File: src/rtl/cpu_fetch_decode_if.sv
// Loader write port and decoded-instruction issue channel of the CPU front end.
// master is the fetch/decode side; slave is the loader/execute side.
interface cpu_fetch_decode_if;
  logic       prog_valid;
  logic       prog_ready;
  logic [3:0] prog_addr;
  logic [7:0] prog_data;
  logic       op_valid;
  logic       op_ready;
  logic [3:0] op_code;
  logic [3:0] op_imm;
  logic       op_illegal;

  modport master (
    input  prog_valid, prog_addr, prog_data, op_ready,
    output prog_ready, op_valid, op_code, op_imm, op_illegal
  );

  modport slave (
    output prog_valid, prog_addr, prog_data, op_ready,
    input  prog_ready, op_valid, op_code, op_imm, op_illegal
  );
endinterface

File: src/rtl/cpu_fetch_decode.sv
// 4-bit CPU front end: 16x8 program memory, fetch at the execute-supplied ip,
// decode and issue over valid/ready, paced by a run/step controller.
module cpu_fetch_decode #(
  parameter int TICK_DIV = 4
) (
  input  logic                 clk,
  input  logic                 rst_n,
  input  logic                 run,
  input  logic                 step,
  input  logic [3:0]           ip,
  output logic [7:0]           retired,
  cpu_fetch_decode_if.master   bus
);

  typedef enum logic [1:0] {IDLE, FETCH, ISSUE, WAIT} state_t;

  localparam logic [7:0] WAIT_LOAD = 8'(TICK_DIV - 1);

  state_t     state_q, state_d;
  logic [7:0] cnt_q, cnt_d;
  logic       step_q, step_d;
  logic [7:0] retired_q;
  logic [3:0] code_q, imm_q;
  logic       ill_q;
  logic [7:0] mem_q [16];
  logic       hs;
  logic       wr_en;

  function automatic logic is_illegal(input logic [3:0] op);
    case (op)
      4'h8, 4'hA, 4'hC, 4'hD: is_illegal = 1'b1;
      default:                is_illegal = 1'b0;
    endcase
  endfunction

  assign hs    = (state_q == ISSUE) && bus.op_ready;
  assign wr_en = (state_q == IDLE) && bus.prog_valid;

  always_ff @(posedge clk or negedge rst_n) begin
    if (!rst_n) begin
      state_q <= IDLE;
      cnt_q   <= 8'd0;
      step_q  <= 1'b0;
    end else begin
      state_q <= state_d;
      cnt_q   <= cnt_d;
      step_q  <= step_d;
    end
  end

  always_comb begin
    state_d = state_q;
    cnt_d   = cnt_q;
    step_d  = step_q;
    case (state_q)
      IDLE: begin
        if (run || step) begin
          state_d = FETCH;
          step_d  = step && !run;
        end
      end
      FETCH: state_d = ISSUE;
      ISSUE: begin
        if (hs) begin
          if (step_q) begin
            step_d  = 1'b0;
            state_d = IDLE;
          end else if (TICK_DIV == 1) begin
            state_d = run ? FETCH : IDLE;
          end else begin
            cnt_d   = WAIT_LOAD;
            state_d = WAIT;
          end
        end
      end
      WAIT: begin
        cnt_d = cnt_q - 8'd1;
        // Leaving as the counter reaches zero gives a TICK_DIV+1 cycle issue period.
        if (cnt_q <= 8'd1) state_d = run ? FETCH : IDLE;
      end
      default: state_d = IDLE;
    endcase
  end

  always_comb begin
    bus.op_valid   = (state_q == ISSUE);
    bus.prog_ready = (state_q == IDLE);
  end

  always_ff @(posedge clk or negedge rst_n) begin
    if (!rst_n) begin
      for (int i = 0; i < 16; i++) mem_q[i] <= 8'h00;
    end else if (wr_en) begin
      mem_q[bus.prog_addr] <= bus.prog_data;
    end
  end

  always_ff @(posedge clk or negedge rst_n) begin
    if (!rst_n) begin
      code_q    <= 4'h0;
      imm_q     <= 4'h0;
      ill_q     <= 1'b0;
      retired_q <= 8'd0;
    end else begin
      if (state_q == FETCH) begin
        code_q <= mem_q[ip][7:4];
        imm_q  <= mem_q[ip][3:0];
        ill_q  <= is_illegal(mem_q[ip][7:4]);
      end
      if (hs) retired_q <= retired_q + 8'd1;
    end
  end

  assign bus.op_code    = code_q;
  assign bus.op_imm     = imm_q;
  assign bus.op_illegal = ill_q;
  assign retired        = retired_q;

endmodule

File: src/flat_wrapper.sv
// flat-port wrapper written by rule: the top's interface ports become plain ports
module cpu_fetch_decode_flat 
#(
  parameter int TICK_DIV = 4
)
  (clk, rst_n, run, step, ip, retired, bus_prog_valid, bus_prog_addr, bus_prog_data, bus_op_ready, bus_prog_ready, bus_op_valid, bus_op_code, bus_op_imm, bus_op_illegal);
  cpu_fetch_decode_if bus_i ();
  input  logic clk;
  input  logic rst_n;
  input  logic run;
  input  logic step;
  input  logic [3:0] ip;
  output logic [7:0] retired;
  input wire logic [$bits(bus_i.prog_valid)-1:0] bus_prog_valid;
  input wire logic [$bits(bus_i.prog_addr)-1:0] bus_prog_addr;
  input wire logic [$bits(bus_i.prog_data)-1:0] bus_prog_data;
  input wire logic [$bits(bus_i.op_ready)-1:0] bus_op_ready;
  output wire logic [$bits(bus_i.prog_ready)-1:0] bus_prog_ready;
  output wire logic [$bits(bus_i.op_valid)-1:0] bus_op_valid;
  output wire logic [$bits(bus_i.op_code)-1:0] bus_op_code;
  output wire logic [$bits(bus_i.op_imm)-1:0] bus_op_imm;
  output wire logic [$bits(bus_i.op_illegal)-1:0] bus_op_illegal;
  assign bus_i.prog_valid = bus_prog_valid;
  assign bus_i.prog_addr = bus_prog_addr;
  assign bus_i.prog_data = bus_prog_data;
  assign bus_i.op_ready = bus_op_ready;
  assign bus_prog_ready = bus_i.prog_ready;
  assign bus_op_valid = bus_i.op_valid;
  assign bus_op_code = bus_i.op_code;
  assign bus_op_imm = bus_i.op_imm;
  assign bus_op_illegal = bus_i.op_illegal;
  cpu_fetch_decode #(.TICK_DIV(TICK_DIV)) u_core (.clk(clk), .rst_n(rst_n), .run(run), .step(step), .ip(ip), .retired(retired), .bus(bus_i));
endmodule
File: config.mk
export PLATFORM = sky130hd
export DESIGN_NAME = cpu_fetch_decode_flat
export DESIGN_NICKNAME = d
export VERILOG_FILES = /design/src/rtl/cpu_fetch_decode_if.sv /design/src/rtl/cpu_fetch_decode.sv /design/src/flat_wrapper.sv
export SDC_FILE = /design/constraint.sdc
export NUM_CORES = 1
export LEC_CHECK = 0
export ABC_AREA = 1
export BUFFER_PORTS_ARGS = -buffer_cell sky130_fd_sc_hd__buf_2
export CELL_PAD_IN_SITES_DETAIL_PLACEMENT = 0
export CELL_PAD_IN_SITES_GLOBAL_PLACEMENT = 1
export CORE_UTILIZATION = 46
export DETAILED_ROUTE_END_ITERATION = 8
export PLACE_DENSITY_LB_ADDON = 0.1
export SETUP_SLACK_MARGIN = 0.05
export SYNTH_ARGS = -nofsm -noshare
export SYNTH_HDL_FRONTEND = slang
export SYNTH_SLANG_ARGS = --single-unit
File: constraint.sdc
create_clock -name clk -period 1.66 [get_ports clk]
set_input_delay 0.166 -clock clk [delete_from_list [all_inputs] [get_ports clk]]
set_output_delay 0.166 -clock clk [all_outputs]
set_load 0.1 [all_outputs]
# Word-level counts from Yosys, hierarchy flattened
# Index checks and enable logic that the tools add are counted.
[word_totals]
register_bits = 156
latchBits = 0
mem_bits_rw = 0
rom_bits = 0
output_inout_bits = 19
word_cells = 74
memories = 0
[classes]
add_sub_neg = 2
mul = 0
div_mod_pow = 0
n_lt_le_gt_ge = 4
eq_ne = 11
shifts = 0
muxes = 19
n_bitwise = 2
reduce_logical = 13
[op_table]
columns = ["operator", "n"]
rows = [
  ["bitwise mux 128 bit", 1],
  ["2-to-1 mux 8 bit", 5],
  ["binary-select mux 8 bit (select 4 bit)", 1],
  ["demux 8 bit (select 4 bit)", 1],
  ["equality test 4 bit, second input constant", 4],
  ["one-hot mux 8 bit (2 select lines)", 1],
  ["greater-or-equal comparator 5 bit, second input constant", 2],
  ["inverter 4 -> 5 bit", 2],
  ["AND reduction 3 bit", 3],
  ["adder 8 x 1 -> 8 bit, second input constant", 1],
  ["<= comparator 8 x 1 -> 1 bit, second input constant", 1],
  ["2-to-1 mux 2 bit", 4],
  ["one-hot mux 2 bit (4 select lines)", 1],
  ["subtractor 8 x 1 -> 8 bit, second input constant", 1],
  ["!= test 2 x 1 -> 1 bit, second input constant", 3],
  ["less-than comparator 5 x 1 -> 1 bit, second input constant", 1],
  ["equality test 2 bit, second input constant", 2],
  ["logical AND 1 bit", 4],
  ["2-to-1 mux 1 bit", 4],
  ["nonzero test 2 bit", 2],
  ["OR reduction 4 bit", 1],
  ["equality test 2 x 1 -> 1 bit, second input constant", 1],
  ["zero test 2 bit", 1],
  ["!= test 2 bit, second input constant", 1],
  ["other kinds (3)", 3],
]

# Longest topological paths before layout
# Gate-level depths: netlist (run 1).
[logic_depth]
depth_word = 7
mapped_depth = 13
ltp_nobuf = 11

# Worst setup path after synthesis (run 1)
# Ideal clock, no wire load.
[synth_timing]
kind = "reg2reg"
start = "reg u_core.state_q[0]"
end = "reg u_core.retired_q[7], in the netlist u_core.retired[7]"
setup_time_ps = 158
t_arrival_ps = 1877
setup_slack_ps = -375
stages_incl_launch_ff = 8
path_buffers = 0
synth_period_minus_slack_ps = 2035
cell_sequence = "dfrtp_1 -> nor2_4 -> nand2_2 -> nor2_1 -> nand2_1 -> nor2_1 -> nand3_1 -> xnor2_1"
[synth_via]
elab_chain_len = 2
[synth_lines]
columns = ["item", "line", "text"]
rows = [
  ["start, declared", "cpu_fetch_decode.sv:19", "state_t state_q, state_d;"],
  ["start signal, assigned", "cpu_fetch_decode.sv:45", "state_q <= state_d;"],
  ["equality test 2 bit", "-", ""],
  ["net bus_op_valid", "flat_wrapper.sv:19", "output wire logic [$bits(bus_i.op_valid)-1:0] bus_op_valid;"],
  ["logical AND 1 bit", "cpu_fetch_decode.sv:36", "assign hs = (state_q == ISSUE) && bus.op_ready;"],
  ["end signal, assigned", "cpu_fetch_decode.sv:110", "if (hs) retired_q <= retired_q + 8'd1;"],
  ["end, declared", "cpu_fetch_decode.sv:22", "logic [7:0] retired_q;"],
]
# The timed path passes the listed nets, and every way through them passes these cells.
# A chain may end at the register's enable or synchronous reset.

# Worst setup path in the final report (run 1)
[layout_timing]
start = "reg u_core.state_q[0]"
end = "out bus_op_valid"
[layout_via]
elab_chain_len = 1
[layout_lines]
columns = ["item", "line", "text"]
rows = [
  ["equality test 2 bit", "cpu_fetch_decode.sv:86", "bus.op_valid = (state_q == ISSUE);"],
  ["end, declared", "flat_wrapper.sv:19", ""],
]
# No other way between the ends.

==> qor.csv, run 1 <==
metric;value;unit
total leakage power;4.20;nW
worst-path fanout max;4;
CTS Buffer Depth;2;
Hold Startpoint;step;
Rel. slew slack;67.6;%
number of antenna violations at the first check in global routing;0;
FMAX;0.627;GHz
Async SR Flop Fraction;100;%
ys flop type;dfrtp_1;
Worst Path Required;1490;ps
number of global-route vias before repair;5942;
#FFs+latches synth;156;
Post-Syn Area per Cell;8.36;um^2
Worst VDD drop;0.00121;V
Mapped Cells;881;
DR vias;6066;
ratio of cells with drive above 1 in the final layout;16.9;%
CTS H-tree lvls;4;
# IOs;41;
EDFF count, synth;0;
min cycle time layout;1590;ps
Die Y-Extent;129;um
largest area contributor in the netlist;dfrtp_1;
Avg WL per Cell;16.9;um
Worst-path clk slew;60;ps
ant diodes;0;
worst-skew pair later-pin latency;420;ps
Critical Path AT;1430;ps
nets;948;
Chip Width;129;um
Synth Area in Adders;0.510;%
worst reg-to-reg path cell count;6;
Final Util;55.9;%
worst hold path class;in -> reg;
top cells by area, synth;dfrtp_1 53%, nand2_1 12%, o21ai_0 9.2%;
largest net degree at the start of global routing;57;
placed cells;1112;
Hold EP;u_core.step_q;
unrepaired setup endpoints after global routing;yes;
XOR/XNOR share of the synthesized area;1.07;%
WS Path Type;reg -> out;
Non-Filler Instances;1147;
status;completed;
DRT antenna net count;0;
register area share after synthesis;53.0;%
share of synthesized cell area in and, or, nand and nor gates;23.6;%
setup TNS;0;ps
Synth top area share;53.0;%
Setup Skew;6.39;ps
Tot Pwr;14.7;mW
placed cell area;7960;um^2
TritonCTS clock tree;yes;
max cap viols;0;
DR DRC count;0;
First-pass DRT Iterations;5;
DP HPWL;13000;um
register-to-register setup slack;100;ps
# port buffers;40;
CTS sink count;156;
final hold vios;0;
GR Util All Layers;25.2;%
DIE AREA;16500;um^2
Root Driver;clkbuf_16;
Power Density;1700;nW/um^2
mux share of post-synthesis cell area;0.153;%
Initial Utilization;47.7;%
Reg2Reg Capture Point;u_core.mem_q[45];
Worst-Margin Slew;490;ps
Starting DRT DRC Count;443;
Area growth, synth to finish;17.0;%
Critical R2R Launch;u_core.state_q[0];
total grt overflow;0;
cts bufs inserted;17;
post-route cell area;8620;um^2
Final GP Congestion;0.808;
final wirelength;19400;um
num rows;45;
Unique masters post-synth;38;
Yosys Warn Count;0;
Startpoint Class;register;
endpoints failing setup;0;
period utilisation layout;96.1;%
Synthesized Nets;906;
Final Slew Violations;0;
Hold Crit Depth;3;
vias per cell;5.29;
Core Region;15400;um^2
global-route wire length before repair;31600;um
compound-gate portion of the synthesized area;15.6;%
main combinational cell family by area after synthesis;simple AND/OR/NAND/NOR gates;
crit path capture type;primary output;
mapped cell area;7360;um^2
## cell type report
cell class / count / area (um^2)
Multi-Input combinational cell: 622 / 3100
Sequential cell: 156 / 3910
Tap cell: 211 / 264
Clock buffer: 26 / 509
Fill cell: 1468 / 6810
Clock inverter: 6 / 58.8
Inverter: 53 / 201
Timing Repair Buffer: 73 / 579
## report_power, final
group          leakage (nW)  switching (mW)  internal (mW)
combinational          1.85            3.42           1.51
clock                 0.284            1.49           2.26
sequential             2.07           0.823           5.15
## Yosys cell counts, types with 2 or more instances
cell      instances
nor2_2            2
ha_1              3
nand2_4           9
clkbuf_1         18
o21ai_2           8
o221ai_1          8
nor3_1            3
o21ai_0         136
nor2_1           84
a21oi_1          11
nor2_4            2
o211ai_1         10
nand3_2           4
dfrtp_1         156
inv_2             5
o21ai_1          30
nand4_2           2
buf_2            28
nand2_2           4
xor2_1            5
a31oi_1           4
xnor2_1           4
nand2_1         241
inv_1            48
nand3_1          43
## metal layers
layer	vias to the layer above	GRT usage, %	wire length, um
met1	2958	34.0	9080
li1	2970	-	-
met4	0	7.82	349
met2	116	41.2	9280
met3	22	5.07	674
met5	-	0	0
## registers in the layout, summed over array words and instances (netlist names)
register               count
u_core.bus.op_illegal      1
u_core.bus.op_code         4
u_core.step_q              1
u_core.state_q             2
u_core.cnt_q               8
u_core.mem_q             128
u_core.retired             8
u_core.bus.op_imm          4
## worst max path at each step
stage	startpoint	end	slack (ps)	cells past startpoint
3_3_place_gp	ip[0]	u_core.bus.op_illegal	100	11
2_1_floorplan	u_core.state_q[0]	u_core.mem_q[93]	-320	8
5_1_grt	u_core.state_q[0]	u_core.mem_q[34]	-60	6
4_1_cts	u_core.state_q[0]	bus_op_valid	50	4
6_report	u_core.state_q[0]	bus_op_valid	70	4
3_5_place_dp	ip[0]	u_core.bus.op_illegal	60	11
## metrics by stage
stage               setup slack, ps  hold WS [ps]
floorplan                      -323          -130
global placement                102          75.8
detailed placement             63.3          77.8
CTS                            45.5          33.9
global route                  -58.2          95.1
finish                         65.3          46.8
## cell families after synthesis
family / Yosys count
AOI/OAI and AO/OA: 210
muxes: 1
buffers and inverters: 103
and+or+nand+nor: 399
xor gates and xnor gates: 9
DFF: 156
adders and majority gates: 3
## placed cells by master (no fill, tap or decap), types with 11 or more instances in the layout
| cell | instances |
|---|---|
| nand3_1 | 42 |
| buf_4 | 22 |
| nor2_1 | 80 |
| dfrtp_1 | 152 |
| inv_1 | 46 |
| o21ai_0 | 128 |
| clkbuf_16 | 17 |
| buf_2 | 38 |
| nand2_4 | 11 |
| o21ai_1 | 38 |
| nand2_1 | 237 |
## critical path, stage by stage (launching register included)
cell,delay (ps)
dfrtp_2,430
buf_6,130
nor2_4,160
buf_6,130
buf_12,160
## what timing repair did
| item | 4_1_cts | 5_1_grt |
|---|---|---|
| gates resized for setup | 2 | 14 |
| endpoints found under the setup margin | 1 | 42 |
| endpoints found under the hold margin | 33 | 0 |
| buffers inserted | 1 | 1 |
| hold buffers | 1 | 0 |
| pin swaps | 1 | 4 |
No activity file was read; power rests on OpenSTA's default activity.
==> run 2: changes to the inputs <==
--- a/config.mk
+++ b/config.mk
@@ -5,11 +5,11 @@
 export SDC_FILE = /design/constraint.sdc
 export NUM_CORES = 1
 export LEC_CHECK = 0
-export ABC_AREA = 1
+export ABC_AREA = 0
 export BUFFER_PORTS_ARGS = -buffer_cell sky130_fd_sc_hd__buf_2
 export CELL_PAD_IN_SITES_DETAIL_PLACEMENT = 0
 export CELL_PAD_IN_SITES_GLOBAL_PLACEMENT = 1
-export CORE_UTILIZATION = 46
+export CORE_UTILIZATION = 51
 export DETAILED_ROUTE_END_ITERATION = 8
 export PLACE_DENSITY_LB_ADDON = 0.1
 export SETUP_SLACK_MARGIN = 0.05
==> run 2 against run 1 <==
Net effect: cell area increased by 5.4%; clock power increased by 4%; sequential cell count unchanged; critical path type is now reg -> reg; sequential power decreased by 4.2%; the flow now finishes with violations (negative setup slack); combinational power decreased by 4.9%; clock skew decreased by 1.2 ps.
==> qor.csv, run 2 <==
metric;value;unit;change
status;complete, but fails checks;;was completed
failing checks;negative setup slack;;
most frequent cells in the layout;150 x dfrtp_1, 83 x mux2_2, 53 x mux2_4;;was 237 x nand2_1, 152 x dfrtp_1, 128 x o21ai_0
DR DRC count;0;;unchanged
number of antenna violations at the first check in global routing;0;;unchanged
Async SR Flop Fraction;100;%;unchanged
commonest non-fill, non-tap cell in the layout;dfrtp_1;;was nand2_1
Slowest Stage Delay on Critical Path;480;ps;was 430 ps
final wirelength;16100;um;was 19,400 um
Rel. slew slack;63.1;%;was 67.6%
CTS sink count;156;;unchanged
Synth top cells by count;156 x dfrtp_1, 135 x mux2_2, 28 x mux4_2;;was 241 x nand2_1, 156 x dfrtp_1, 136 x o21ai_0
Hold EP;u_core.state_q[0];;was u_core.step_q
top cells by area, synth;dfrtp_1 55%, mux2_2 21%, mux4_2 8.9%;;was dfrtp_1 53%, nand2_1 12%, o21ai_0 9.2%
post-route cell area;9080;um^2;was 8620 um^2
global-route wire length before repair;25800;um;was 31,600 um
CTS Buffer Depth;2;;unchanged
# IOs;41;;unchanged
Synthesized Nets;493;;was 906
most common cell in the netlist;dfrtp_1;;was nand2_1
register-to-register setup slack;-250;ps;was 100 ps
worst-path fanout max;8;;was 4
number of global-route vias before repair;4587;;was 5,942
DR vias;4320;;was 6,066
# port buffers;40;;unchanged
Hold Startpoint;step;;unchanged
instance count on the critical path;5;;was 4
Avg WL per Cell;21.2;um;was 16.9 um
Starting DRT DRC Count;313;;was 443
nets;597;;was 948
Mapped Cells;468;;was 881
worst-skew pair later-pin latency;420;ps;about the same
Area growth, synth to finish;27.7;%;was 17.0%
Yosys Warn Count;0;;unchanged
vias per cell;5.68;;was 5.29
largest net degree at the start of global routing;53;;was 57
ant diodes;0;;unchanged
Hold Crit Depth;3;;unchanged
total leakage power;4.30;nW;was 4.20 nW
max cap viols;0;;unchanged
Power Density;1580;nW/um^2;was 1700 nW/um^2
Die Y-Extent;120;um;was 129 um
crit path capture type;register;;was primary output
Worst VDD drop;0.000853;V;was 0.00121 V
Worst-Margin Slew;553;ps;was 490 ps
Core Region;13400;um^2;was 15,400 um^2
#FFs+latches synth;156;;unchanged
ys flop type;dfrtp_1;;unchanged
DIE AREA;14400;um^2;was 16,500 um^2
worst path bufs/invs;1;;was 3
Unique masters post-synth;41;;was 38
GR Util All Layers;24.4;%;was 25.2%
Root Driver;clkbuf_16;;unchanged
largest area contributor in the netlist;dfrtp_1;;unchanged
Reg with most FFs;u_core.mem_q;;unchanged
Setup Skew;5.18;ps;was 6.39 ps
TritonCTS clock tree;yes;;unchanged
endpoints failing setup;132;;was 0
unrepaired setup endpoints after global routing;yes;;unchanged
EDFF count, synth;0;;unchanged
ratio of cells with drive above 1 in the final layout;59.1;%;was 16.9%
Critical Path AT;2210;ps;was 1430 ps
Post-Syn Area per Cell;15.2;um^2;was 8.36 um^2
Chip Width;120;um;was 129 um
FMAX;0.525;GHz;was 0.627 GHz
delay-heaviest family, CP;simple AND/OR/NAND/NOR gates;;was flip-flops
period utilisation layout;115;%;was 96.1%
Initial Utilization;53.1;%;was 47.7%
WHS;53.6;ps;was 46.8 ps
num rows;42;;was 45
critical-path cell list;nor3b_4, or3b_4, nor2_2, buf_6, mux2_2;;was buf_6, nor2_4, buf_6, buf_12
First-pass DRT Iterations;4;;was 5
worst reg-to-reg path cell count;5;;was 6
DP HPWL;10800;um;was 13,000 um
cts bufs inserted;17;;unchanged
crit path max-delay cell type;or3b_4;;was dfrtp_2
final hold vios;0;;unchanged
total grt overflow;0;;unchanged
placed cell area;8100;um^2;was 7960 um^2
DRT antenna net count;0;;unchanged
Final GP Congestion;0.796;;was 0.808
setup ws final;-246;ps;was 65.3 ps
Worst Path Required;1970;ps;was 1490 ps
Worst-path clk slew;60;ps;about the same
worst hold path class;in -> reg;;unchanged
Final Slew Violations;0;;unchanged
Critical R2R Launch;u_core.state_q[1];;was u_core.state_q[0]
Startpoint Class;register;;unchanged
mapped cell area;7110;um^2;was 7360 um^2
CTS H-tree lvls;4;;unchanged
register area share after synthesis;54.9;%;was 53.0%
Synth top area share;54.9;%;was 53.0%
min cycle time layout;1910;ps;was 1590 ps
Reg2Reg Capture Point;u_core.mem_q[113];;was u_core.mem_q[45]
max reg flops;128;;unchanged
WS Path Type;reg -> reg;;was reg -> out
## run 2: cell count changes in the layout (fill, tap and decap cells not counted), sizes merged, moves of 10 or more
| cell | delta |
|---|---|
| nand2 | -240 |
| nand3 | -33 |
| o21ai | -171 |
| o211ai | -10 |
| buf | +35 |
| nor2 | -63 |
| mux2 | +135 |
| mux4 | +36 |
| inv | -49 |
| a21oi | -10 |
## run 2: metal layers
metal | track usage [%] | wire, um | vias up | part of all wire [%]
met4 | 6.72 | 161 | 0 | 1.0
met5 | 0 | 0 | - | 0
met1 | 34.8 | 7610 | 2282 | 47
li1 | - | - | 1936 | -
met3 | 5.51 | 524 | 12 | 3.3
met2 | 37.5 | 7830 | 90 | 49
## run 2: worst max-delay path by stage
stage / from / slack [ps] / to
final: u_core.state_q[1] / -250 / u_core.mem_q[113]
after detailed placement: u_core.state_q[1] / -330 / u_core.mem_q[111]
after CTS: u_core.state_q[1] / -250 / u_core.mem_q[124]
after global routing: u_core.state_q[1] / -290 / u_core.mem_q[114]
after floorplan: u_core.state_q[0] / -250 / u_core.mem_q[120]
after global placement: u_core.state_q[1] / -290 / u_core.mem_q[107]
## run 2: layout make-up
class | count | area, um^2
clock buffer | 20 | 457
inverter | 3 | 11.3
clock inverter | 12 | 139
fill | 959 | 4320
timing repair buffer | 109 | 956
multi-input combinational | 285 | 3390
tap | 176 | 220
sequential | 156 | 3910
## run 2: what timing repair did
| item | in CTS | in global routing |
|---|---|---|
| buffers inserted | 1 | 10 |
| cloned | 0 | 0 |
| hold buffers | 2 | 0 |
| pin swaps | 6 | 8 |
| resized for setup | 40 | 34 |
| setup endpoints to repair | 140 | 142 |
| hold endpoints to repair | 47 | 0 |
## run 2: report_power, final
| part | internal (mW) | switching (mW) | leakage, nW |
|---|---|---|---|
| Clock | 2.30 | 1.59 | 0.279 |
| Sequential | 5.00 | 0.728 | 2.08 |
| Combinational | 2.28 | 2.42 | 1.94 |
## run 2: metrics by stage
step                      setup slack, ps  power, mW  setup TNS [ps]  utilization (%)  instances
final                                -246       14.3          -15990             67.8        761
after global routing                 -288       15.0          -24170             67.8        761
after CTS                            -252       14.1          -17940             66.2        751
after detailed placement             -334       9.97          -27860             60.4        716
after global placement               -293       9.83          -22980             60.4        716
after floorplan                      -251       8.79          -11350                -        468
## run 2: cell families after synthesis
group,Yosys count,synth area share (%)
muxes,175,33.8
DFF,156,54.9
and+or+nand+nor,77,5.72
buffers and inverters,27,1.81
AOI/OAI and AO/OA,17,1.69
xor gates and xnor gates,13,1.60
adders and majority gates,3,0.528
## run 2: worst register-to-register path: cells and delay by family (launching register included)
family / cells / cell delay, ps
buffers and inverters: 1 / 170
flip-flops: 1 / 410
AND/OR/NAND/NOR: 3 / 870
multiplexers: 1 / 350
==> run 3: changes to the inputs <==
--- a/config.mk
+++ b/config.mk
@@ -12,6 +12,7 @@
 export CORE_UTILIZATION = 51
 export DETAILED_ROUTE_END_ITERATION = 8
 export PLACE_DENSITY_LB_ADDON = 0.1
+export REMOVE_ABC_BUFFERS = 1
 export SETUP_SLACK_MARGIN = 0.05
 export SYNTH_ARGS = -nofsm -noshare
 export SYNTH_HDL_FRONTEND = slang
==> constraint.sdc (replaced) <==
create_clock -name clk -period 1.8 [get_ports clk]
set_input_delay 0.18 -clock clk [delete_from_list [all_inputs] [get_ports clk]]
set_output_delay 0.18 -clock clk [all_outputs]
set_load 0.1 [all_outputs]
==> run 3 against run 2 <==
Net effect: the flow still finishes with violations (negative setup slack); largest cell class unchanged; clock power down 6.2%; cell count shrank 2.4%; power decreased by 10%; core utilization down 1.4 points; critical path type unchanged; routed wire length shrank 5.0%.
==> qor.csv, run 3 (synthesis gave the netlist of run 2 again) <==
metric;value;unit;change
status;complete, but fails checks;;unchanged
failing checks;negative setup slack;;unchanged
global-route wire length before repair;25200;um;was 25,800 um
setup ws final;-203;ps;was -246 ps
number of global-route vias before repair;4689;;was 4,587
Die Y-Extent;120;um;unchanged
Worst-Margin Slew;489;ps;was 553 ps
placed cell area;7870;um^2;was 8100 um^2
grt peak-use layer;met2;;unchanged
Hold EP;u_core.state_q[0];;unchanged
Rel. slew slack;67.6;%;was 63.1%
GR Util All Layers;23.5;%;was 24.4%
Final Slew Violations;0;;unchanged
Reg with most FFs;u_core.mem_q;;unchanged
Worst Path Required;2110;ps;was 1970 ps
Avg WL per Cell;20.6;um;was 21.2 um
CTS H-tree lvls;4;;unchanged
final hold vios;0;;unchanged
DR vias;4251;;was 4,320
TritonCTS clock tree;yes;;unchanged
post-route cell area;8890;um^2;was 9080 um^2
Critical R2R Launch;u_core.state_q[0];;was u_core.state_q[1]
CTS Buffer Depth;2;;unchanged
Worst VDD drop;0.000793;V;was 0.000853 V
Worst-path clk slew;60;ps;about the same
nets;581;;was 597
Critical Path AT;2310;ps;was 2210 ps
DP HPWL;10500;um;was 10,800 um
largest net degree at the start of global routing;53;;unchanged
worst reg-to-reg path cell count;6;;was 5
met1 global-route usage;30.3;%;was 34.8%
Power Density;1450;nW/um^2;was 1580 nW/um^2
ant diodes;0;;unchanged
final wirelength;15300;um;was 16,100 um
WHS;57.3;ps;was 53.6 ps
max cap viols;0;;unchanged
cts bufs inserted;17;;unchanged
Final GP Congestion;0.783;;was 0.796
worst hold path class;in -> reg;;unchanged
register-to-register setup slack;-200;ps;was -250 ps
total leakage power;4.29;nW;was 4.30 nW
DIE AREA;14400;um^2;unchanged
Core Region;13400;um^2;unchanged
total grt overflow;0;;unchanged
Area growth, synth to finish;25.0;%;was 27.7%
Hold Startpoint;step;;unchanged
crit path capture type;register;;unchanged
DR DRC count;0;;unchanged
num rows;42;;unchanged
period utilisation layout;111;%;was 115%
number of antenna violations at the first check in global routing;0;;unchanged
commonest non-fill, non-tap cell in the layout;dfrtp_1;;unchanged
GRT met2 Usage;39.1;%;was 37.5%
endpoints failing setup;127;;was 132
# IOs;41;;unchanged
most frequent cells in the layout;156 x dfrtp_1, 89 x mux2_2, 47 x mux2_4;;was 150 x dfrtp_1, 83 x mux2_2, 53 x mux2_4
worst-skew pair later-pin latency;420;ps;about the same
unrepaired setup endpoints after global routing;yes;;unchanged
DRT antenna net count;0;;unchanged
met3 usage;4.28;%;was 5.51%
worst-path fanout max;7;;was 8
# fillers;997;;was 959
Root Driver;clkbuf_16;;unchanged
CTS sink count;156;;unchanged
First-pass DRT Iterations;5;;was 4
ratio of cells with drive above 1 in the final layout;54.1;%;was 59.1%
WS Path Type;reg -> reg;;unchanged
Hold Crit Depth;3;;unchanged
# port buffers;40;;unchanged
Tot Pwr;12.9;mW;was 14.3 mW
Reg2Reg Capture Point;u_core.mem_q[93];;was u_core.mem_q[113]
Startpoint Class;register;;unchanged
max reg flops;128;;unchanged
vias per cell;5.72;;was 5.68
Starting DRT DRC Count;193;;was 313
Initial Utilization;53.1;%;unchanged
Chip Width;120;um;unchanged
FMAX;0.499;GHz;was 0.525 GHz
Setup Skew;4.83;ps;was 5.18 ps
min cycle time layout;2000;ps;was 1910 ps
==> run 3: routing by layer <==
metal	share of wire, %	up-vias
li1	-	1907
met1	45	2236
met2	50	83
met3	3.3	25
met4	2.2	0
met5	0	-
==> run 3: metrics by stage <==
| stage | instances | utilization (%) | TNS, ps | worst slack (ps) |
|---|---|---|---|---|
| final | 743 | 66.3 | -12780 | -203 |
| after floorplan | 444 | - | -9290 | -1060 |
| after detailed placement | 709 | 58.7 | -13320 | -263 |
| after global routing | 743 | 66.3 | -17260 | -243 |
| after global placement | 709 | 58.7 | -11470 | -239 |
| after CTS | 742 | 65.0 | -9130 | -178 |
==> run 3: worst max-delay path by stage <==
stage	startpoint	end	slack, ps	cells after the start
3_5_place_dp	u_core.state_q[1]	u_core.mem_q[124]	-260	5
4_1_cts	u_core.state_q[1]	u_core.mem_q[94]	-180	6
6_report	u_core.state_q[0]	u_core.mem_q[93]	-200	6
2_1_floorplan	u_core.state_q[1]	u_core.retired[6]	-1060	5
5_1_grt	u_core.state_q[0]	u_core.mem_q[120]	-240	5
3_3_place_gp	u_core.state_q[1]	u_core.mem_q[124]	-240	5
==> run 3: what timing repair did <==
action                                  in CTS  in global routing
hold buffers                                 2                  0
pin swaps                                    3                  6
resized for setup                           60                 48
endpoints found under the setup margin     130                135
cloned                                       0                  0
endpoints found under the hold margin      127                  0
buffers inserted                             1                  1
==> run 3: worst max-delay path, cell delays in order (launching register included) <==
cell and delay (ps):
dfrtp_1 410, nor3b_4 310, buf_4 170, nand3b_1 170
nor3_4 300, buf_6 210, mux2_4 310
==> run 3: layout make-up <==
cell class	count	area, um^2	share of cell area (%)
well taps	176	220	2.48
multi-input cells	285	3360	37.8
repair buffers	93	802	9.02
clock inverters	9	145	1.63
flip-flops and latches	156	3900	43.9
clock buffers	21	450	5.07
inverters	3	11.3	0.127
==> run 3: where the power goes <==
| part | leakage, nW | total [mW] | internal, mW | switching (mW) |
|---|---|---|---|---|
| clock | 0.296 | 3.65 | 2.33 | 1.32 |
| sequential | 2.09 | 5.25 | 4.60 | 0.652 |
| combinational | 1.91 | 3.95 | 1.84 | 2.11 |
